**src/rtl/pc_sequencer.sv**
```systemverilog
// ---------------------------------------------------------------------------
// pc_sequencer
//
// Registered program-counter sequencer between decode and the fetch address
// port. Each cycle it picks sequential increment, conditional PC-relative
// branch, register jump, stall-hold or halt. It holds the architectural PC,
// the {Z,V,N} flag register and a RUN/HALTED state. It also emits a one-cycle
// registered flush pulse for the fetch/decode register after every redirect.
//
// Optional feature: define PC_SEQ_BR_COUNT_EN to build two 16-bit saturating
// branch statistics counters. When the macro is undefined, both counter
// outputs are tied to zero.
//
// Parameters
//   PC_W        PC / address width in bits. Must be greater than IMM_W.
//   IMM_W       signed branch offset width, counted in instructions
//   ALIGN_SHIFT log2 of the instruction size in bytes
//   INC         sequential increment in bytes (1 << ALIGN_SHIFT)
//   RESET_PC    PC loaded on reset
//
// Ports
//   clk           in   rising-edge clock
//   rst_n         in   asynchronous active-low reset
//   stall         in   hold PC and suppress every redirect this cycle
//   flag_we       in   per-bit write enables for {Z,V,N}
//   flag_in       in   new {Z,V,N} values from the ALU
//   br_valid      in   conditional branch present in decode
//   cond          in   branch condition code
//   imm           in   signed branch offset (instructions)
//   jr_valid      in   register jump present in decode
//   jr_target     in   register jump target
//   halt          in   halt instruction present in decode
//   pc            out  current fetch PC (registered)
//   pc_plus       out  pc + INC, the link value (combinational)
//   taken         out  redirect accepted this cycle (combinational)
//   flush         out  high for the cycle after a redirect (registered)
//   halted        out  sequencer is in HALTED
//   br_seen       out  branches seen in RUN without stall (optional)
//   br_taken_cnt  out  branches taken (optional)
// ---------------------------------------------------------------------------
module pc_sequencer #(
  parameter int              PC_W        = 16,
  parameter int              IMM_W       = 9,
  parameter int              ALIGN_SHIFT = 1,
  parameter int              INC         = 2,
  parameter logic [PC_W-1:0] RESET_PC    = '0
) (
  input  logic              clk,
  input  logic              rst_n,
  input  logic              stall,
  input  logic [2:0]        flag_we,
  input  logic [2:0]        flag_in,
  input  logic              br_valid,
  input  logic [2:0]        cond,
  input  logic [IMM_W-1:0]  imm,
  input  logic              jr_valid,
  input  logic [PC_W-1:0]   jr_target,
  input  logic              halt,
  output logic [PC_W-1:0]   pc,
  output logic [PC_W-1:0]   pc_plus,
  output logic              taken,
  output logic              flush,
  output logic              halted,
  output logic [15:0]       br_seen,
  output logic [15:0]       br_taken_cnt
);

  typedef enum logic {
    RUN    = 1'b0,
    HALTED = 1'b1
  } state_t;

  // Clears the byte-offset bits of a jump target so fetch stays aligned.
  localparam logic [PC_W-1:0] ALIGN_MASK =
    ~((PC_W'(1) << ALIGN_SHIFT) - PC_W'(1));

  // Flag register bit positions within {Z,V,N}.
  localparam int Z_BIT = 2;
  localparam int V_BIT = 1;
  localparam int N_BIT = 0;

  // Evaluates a branch condition against the registered flags only. A flag
  // written on the same edge is deliberately not forwarded.
  function automatic logic cond_true(input logic [2:0] c,
                                     input logic [2:0] f);
    logic z;
    logic v;
    logic n;
    logic r;
    z = f[Z_BIT];
    v = f[V_BIT];
    n = f[N_BIT];
    unique case (c)
      3'b000:  r = !z;          // NE
      3'b001:  r = z;           // EQ
      3'b010:  r = !z && !n;    // GT
      3'b011:  r = n;           // LT
      3'b100:  r = z || !n;     // GE
      3'b101:  r = z || n;      // LE
      3'b110:  r = v;           // OV
      3'b111:  r = 1'b1;        // always
    endcase
    return r;
  endfunction

  // Sign-extends the instruction-count offset and scales it to bytes.
  // The scaled result wraps modulo 2^PC_W.
  function automatic logic [PC_W-1:0] branch_offset(input logic [IMM_W-1:0] raw);
    logic signed [PC_W-1:0] ext;
    ext = {{(PC_W-IMM_W){raw[IMM_W-1]}}, raw};
    return $unsigned(ext <<< ALIGN_SHIFT);
  endfunction

  state_t            state;
  logic [2:0]        flags;

  logic              running;
  logic              go;
  logic              cond_ok;
  logic              br_hit;
  logic              jr_go;
  logic              br_go;
  logic              halt_go;
  logic [PC_W-1:0]   br_target;
  logic [PC_W-1:0]   jr_tgt;
  logic [PC_W-1:0]   pc_next;

  // ---- decode-side selection (combinational, current cycle) ----
  assign pc_plus   = pc + PC_W'(INC);
  assign br_target = pc_plus + branch_offset(imm);
  assign jr_tgt    = jr_target & ALIGN_MASK;

  assign running = (state == RUN);
  assign go      = running && !stall;
  assign cond_ok = cond_true(cond, flags);
  assign br_hit  = br_valid && cond_ok;

  // Priority: jump over branch over halt over sequential. The jump
  // discards a simultaneous branch. A redirect discards halt, and decode
  // presents the halt again if it is still valid.
  assign jr_go   = go && jr_valid;
  assign br_go   = go && !jr_valid && br_hit;
  assign halt_go = go && !jr_valid && !br_hit && halt;
  assign taken   = jr_go || br_go;
  assign halted  = (state == HALTED);

  always_comb begin
    pc_next = pc;
    if (jr_go) begin
      pc_next = jr_tgt;
    end else if (br_go) begin
      pc_next = br_target;
    end else if (go && !halt_go) begin
      pc_next = pc_plus;
    end
  end

  // ---- architectural state update (registered) ----
  always_ff @(posedge clk or negedge rst_n) begin
    if (!rst_n) begin
      pc    <= RESET_PC;
      flags <= 3'b000;
      state <= RUN;
      flush <= 1'b0;
    end else begin
      pc    <= pc_next;
      flush <= taken;
      if (halt_go) begin
        state <= HALTED;
      end
      // The ALU writes flags regardless of stall or halt state.
      for (int i = 0; i < 3; i++) begin
        if (flag_we[i]) begin
          flags[i] <= flag_in[i];
        end
      end
    end
  end

`ifdef PC_SEQ_BR_COUNT_EN
  function automatic logic [15:0] sat_inc(input logic [15:0] c);
    return (c == 16'hFFFF) ? c : c + 16'd1;
  endfunction

  logic [15:0] seen_q;
  logic [15:0] tkn_q;

  // ---- branch statistics (registered) ----
  // A branch counts as seen even when a simultaneous jump discards it. It
  // counts as taken only when it redirects the PC.
  always_ff @(posedge clk or negedge rst_n) begin
    if (!rst_n) begin
      seen_q <= 16'd0;
      tkn_q  <= 16'd0;
    end else begin
      if (go && br_valid) begin
        seen_q <= sat_inc(seen_q);
      end
      if (br_go) begin
        tkn_q <= sat_inc(tkn_q);
      end
    end
  end

  assign br_seen      = seen_q;
  assign br_taken_cnt = tkn_q;
`else
  assign br_seen      = 16'd0;
  assign br_taken_cnt = 16'd0;
`endif

endmodule
```
**config.mk**
```make
export PLATFORM = sky130hd
export DESIGN_NAME = pc_sequencer
export DESIGN_NICKNAME = d
export VERILOG_FILES = /design/src/rtl/pc_sequencer.sv
export SDC_FILE = /design/constraint.sdc
export NUM_CORES = 1
export LEC_CHECK = 0
export CAP_MARGIN = 20
export CORE_MARGIN = 2
export CORE_UTILIZATION = 46
export CTS_CLUSTER_DIAMETER = 100
export DETAILED_ROUTE_END_ITERATION = 16
export GPL_ROUTABILITY_DRIVEN = 0
export PLACE_DENSITY = 0.95
export SKIP_CTS_REPAIR_TIMING = 1
export SLEW_MARGIN = 20
export SYNTH_ARGS = -nofsm -noshare
export SYNTH_HDL_FRONTEND = slang
export SYNTH_SLANG_ARGS = --single-unit
```
**constraint.sdc**
```tcl
create_clock -name clk -period 5.68 [get_ports clk]
set_input_delay 1.136 -clock clk [delete_from_list [all_inputs] [get_ports clk]]
set_output_delay 1.136 -clock clk [all_outputs]
set_load 0.01 [all_outputs]
```
==> reports/results.tsv <==
stage	metric	value	unit
setup_path	R2R depth	10	
synth	asr flop ratio synth	100	%
hold_path	HP Class	register to register	
routing	drt first pass iters	4	
power	maximum vdd drop	0.236	mV
synth	syn_area_per_cell	8.42	um^2
clock_network	Sink Count	20	
grt	largest net degree at the start of global routing	25	
finish	Reg area	500	um^2
timing	Tcrit/Tclk final	81.9	%
grt	first-pass GRT wire length	9.21	mm
finish	post-layout utilization of the core	63.0	%
clock_network	total CTS buffers	3	
setup_path	CP required	4.54	ns
hold_path	Hold Path Depth	1	
routing	detailed-route DRC error count	0	
timing	RSZ-0062 raised after global routing	false	
synth	post-synthesis instance area	0.00232	mm^2
floorplanning	Die Y	75.0	um
routing	DRT Wirelength	6.05	mm
setup_path	CP endpoint kind	output port	
grt	antenna violations before repair	0	
timing	crit path time final	4.65	ns
finish	Antenna Cells	0	
floorplanning	Core Footprint	0.00479	mm^2
setup_path	largest fanout on the critical path	24	
timing	Max-slew headroom	33.6	%
finish	Multi-input gate area	0.00161	mm^2
clock_network	CTS tree	built	
run_status	status	finished clean	
place	DP Wirelength	4.67	mm
floorplanning	starting density of the core	48.4	%
grt	global-route usage over all layers	21.2	%
synth	Yosys reg bits	20	
setup_path	CP Launch Type	primary input	
routing	Routed Antenna Nets	0	
floorplanning	row cnt	25	
timing	Slew Limit Fails	0	
timing	final setup fails	0	
finish	fin nets	403	
clock_network	clock tree buffer depth	2	
synth	Synth Warn #	0	
routing	Initial DRC Count	130	
routing	total number of vias	2226	
synth	Yosys cell types	55	
clock_network	Clock Tree Root	clkbuf_8	
synth	cells after synthesis	275	
timing	fmax	215	MHz
timing	Setup TNS Final	0	ns
finish	Synth-to-Final Area Change	30.1	%
grt	vias in the first global route	2060	
floorplanning	Die Span X	75.0	um
routing	Routed WL per cell	14.7	um
finish	fillcell total	426	
flow_run	maxcap violations	0	
clock_network	CTS clk-pin slew, worst paths	0.08	ns
setup_path	CP Class	primary input to output port	
timing	slew at the pin closest to its max-slew limit	0.994	ns
synth	EDFF count, synth	0	
floorplanning	# IOs	107	
place	Buffers on Ports	71	
finish	layout cell share with drive strength beyond 1	5.54	%
grt	gr ovfl total	0	
setup_path	Worst EP arrival	3.52	ns
clock_network	Skew-Pair Late Insertion Delay	0.26	ns
synth	Primary FF master, synth	dfrtp_1	
clock_network	CTS H-tree depth	1	
power	static leakage	1.30	nW
power	power per cell area	434	mW/mm^2
floorplanning	Die ar.	0.00562	mm^2
timing	clock skew	0.00135	ns
routing	vias per std cell	5.43	
synth	sequential fraction of the synthesis area	21.6	%
timing	Hold Fails Final Rpt	0	
==> state kept, by name, summed over array words and instances (netlist names) <==
signal,count
pc,15
flags,3
flush,1
halted,1
==> cells in the final DEF (no fill, tap or decap), drive strengths merged, types with 2 or more instances in the layout <==
cell type      instances
and4                   2
a31oi                  4
and3                   6
o21ai                 15
nor3                   7
a21boi                 2
a21o                   6
o21a                   3
nand2b                 3
nor2                  19
o211ai                 5
mux2i                  6
clkdlybuf4s50         71
nand4                  3
xor2                   8
conb                  34
a21oi                 17
clkbuf                 3
a211oi                 3
dfrtp                 20
o31a                   3
ha                    18
or3                    2
nand2                 22
o41ai                  2
mux2                   4
o22ai                  4
xnor2                 18
inv                    7
nand3                  4
nor2b                  3
==> cells by family after synthesis <==
family                   synth area share, %
AND/OR/NAND/NOR                         17.8
AO/OA/AOI/OAI                           21.4
buffers and inverters                   14.1
XOR/XNOR                                9.83
flip-flops                              21.6
adder cells (fa/ha/maj)                 10.6
multiplexers                            4.54
other                                  0.162
==> power breakdown <==
group	switching, mW	internal, mW	leakage, nW
Clock	0.0510	0.0941	0.0357
Sequential	0.0878	0.193	0.244
Combinational	0.426	0.457	1.02
==> metal layers <==
layer | GRT usage (%) | vias to the layer above | routed length [um]
li1 | - | 1058 | -
met1 | 25.9 | 1034 | 2410
met2 | 38.3 | 124 | 3080
met3 | 2.95 | 10 | 470
met4 | 6.55 | 0 | 83
met5 | 0 | - | 0
==> critical path: stages <==
cell,delay (ns)
clkdlybuf4s50_1,0.48
or3b_1,0.41
a311oi_2,0.39
nor3_2,0.09
buf_4,0.24
or2_4,0.28
clkdlybuf4s50_1,0.48
==> cell usage after synthesis (2+ instances only) <==
master / count / area [um^2]
a31oi_1: 4 / 25.0
nor2b_1: 3 / 18.8
clkbuf_1: 2 / 7.51
o22ai_1: 4 / 25.0
and4_1: 2 / 17.5
nor3_1: 6 / 30.0
mux2_2: 4 / 45.0
and3_1: 6 / 37.5
nand2b_1: 3 / 18.8
nor2_1: 18 / 67.6
xor2_1: 8 / 70.1
buf_2: 3 / 15.0
buf_4: 34 / 255
dfrtp_1: 20 / 500
nand2_1: 22 / 82.6
o211ai_1: 4 / 30.0
o41ai_1: 2 / 17.5
buf_6: 2 / 22.5
o21ai_0: 14 / 70.1
o21a_1: 3 / 22.5
xnor2_1: 18 / 158
a21o_1: 6 / 45.0
o31a_1: 3 / 26.3
a211oi_1: 3 / 22.5
nand3_1: 4 / 20.0
mux2i_1: 6 / 60.1
inv_1: 7 / 26.3
a21oi_1: 17 / 85.1
ha_1: 18 / 225
or3_1: 2 / 12.5
nand4_1: 3 / 18.8
==> worst paths after layout <==
kind | from | to | slack, ns
max reg2reg | pc[4] | pc[12] | 2.35
min | flags[1] | flags[1] | 0.52
min reg2reg | flags[1] | flags[1] | 0.52
max | cond[1] | taken | 1.03
min in group asynchronous | rst_n | pc[11] | 1.39
max in group asynchronous | rst_n | flags[2] | 3.73
==> final cells by class <==
cell class                 count  area share (%)
tap                           67            2.78
inverter                       7           0.872
clock inverter                 1           0.997
multi-input combinational    240            53.5
timing repair buffer          72            23.8
sequential                    20            16.6
clock buffer                   3            1.37
==> through the flow <==
stage / area [um^2] / power (mW) / hold WS [ns] / setup WS (ns) / std cells
floorplan: 2440 / 0.815 / 0.471 / 2.29 / 308
global placement: 2940 / 1.12 / 0.503 / 1.09 / 406
detailed placement: 2940 / 1.15 / 0.501 / 1.04 / 406
CTS: 3010 / 1.30 / 0.519 / 1.03 / 410
global route: 3010 / 1.40 / 0.558 / 0.904 / 410
finish: 3010 / 1.31 / 0.519 / 1.03 / 410
Power figures use the tool's default switching activity.
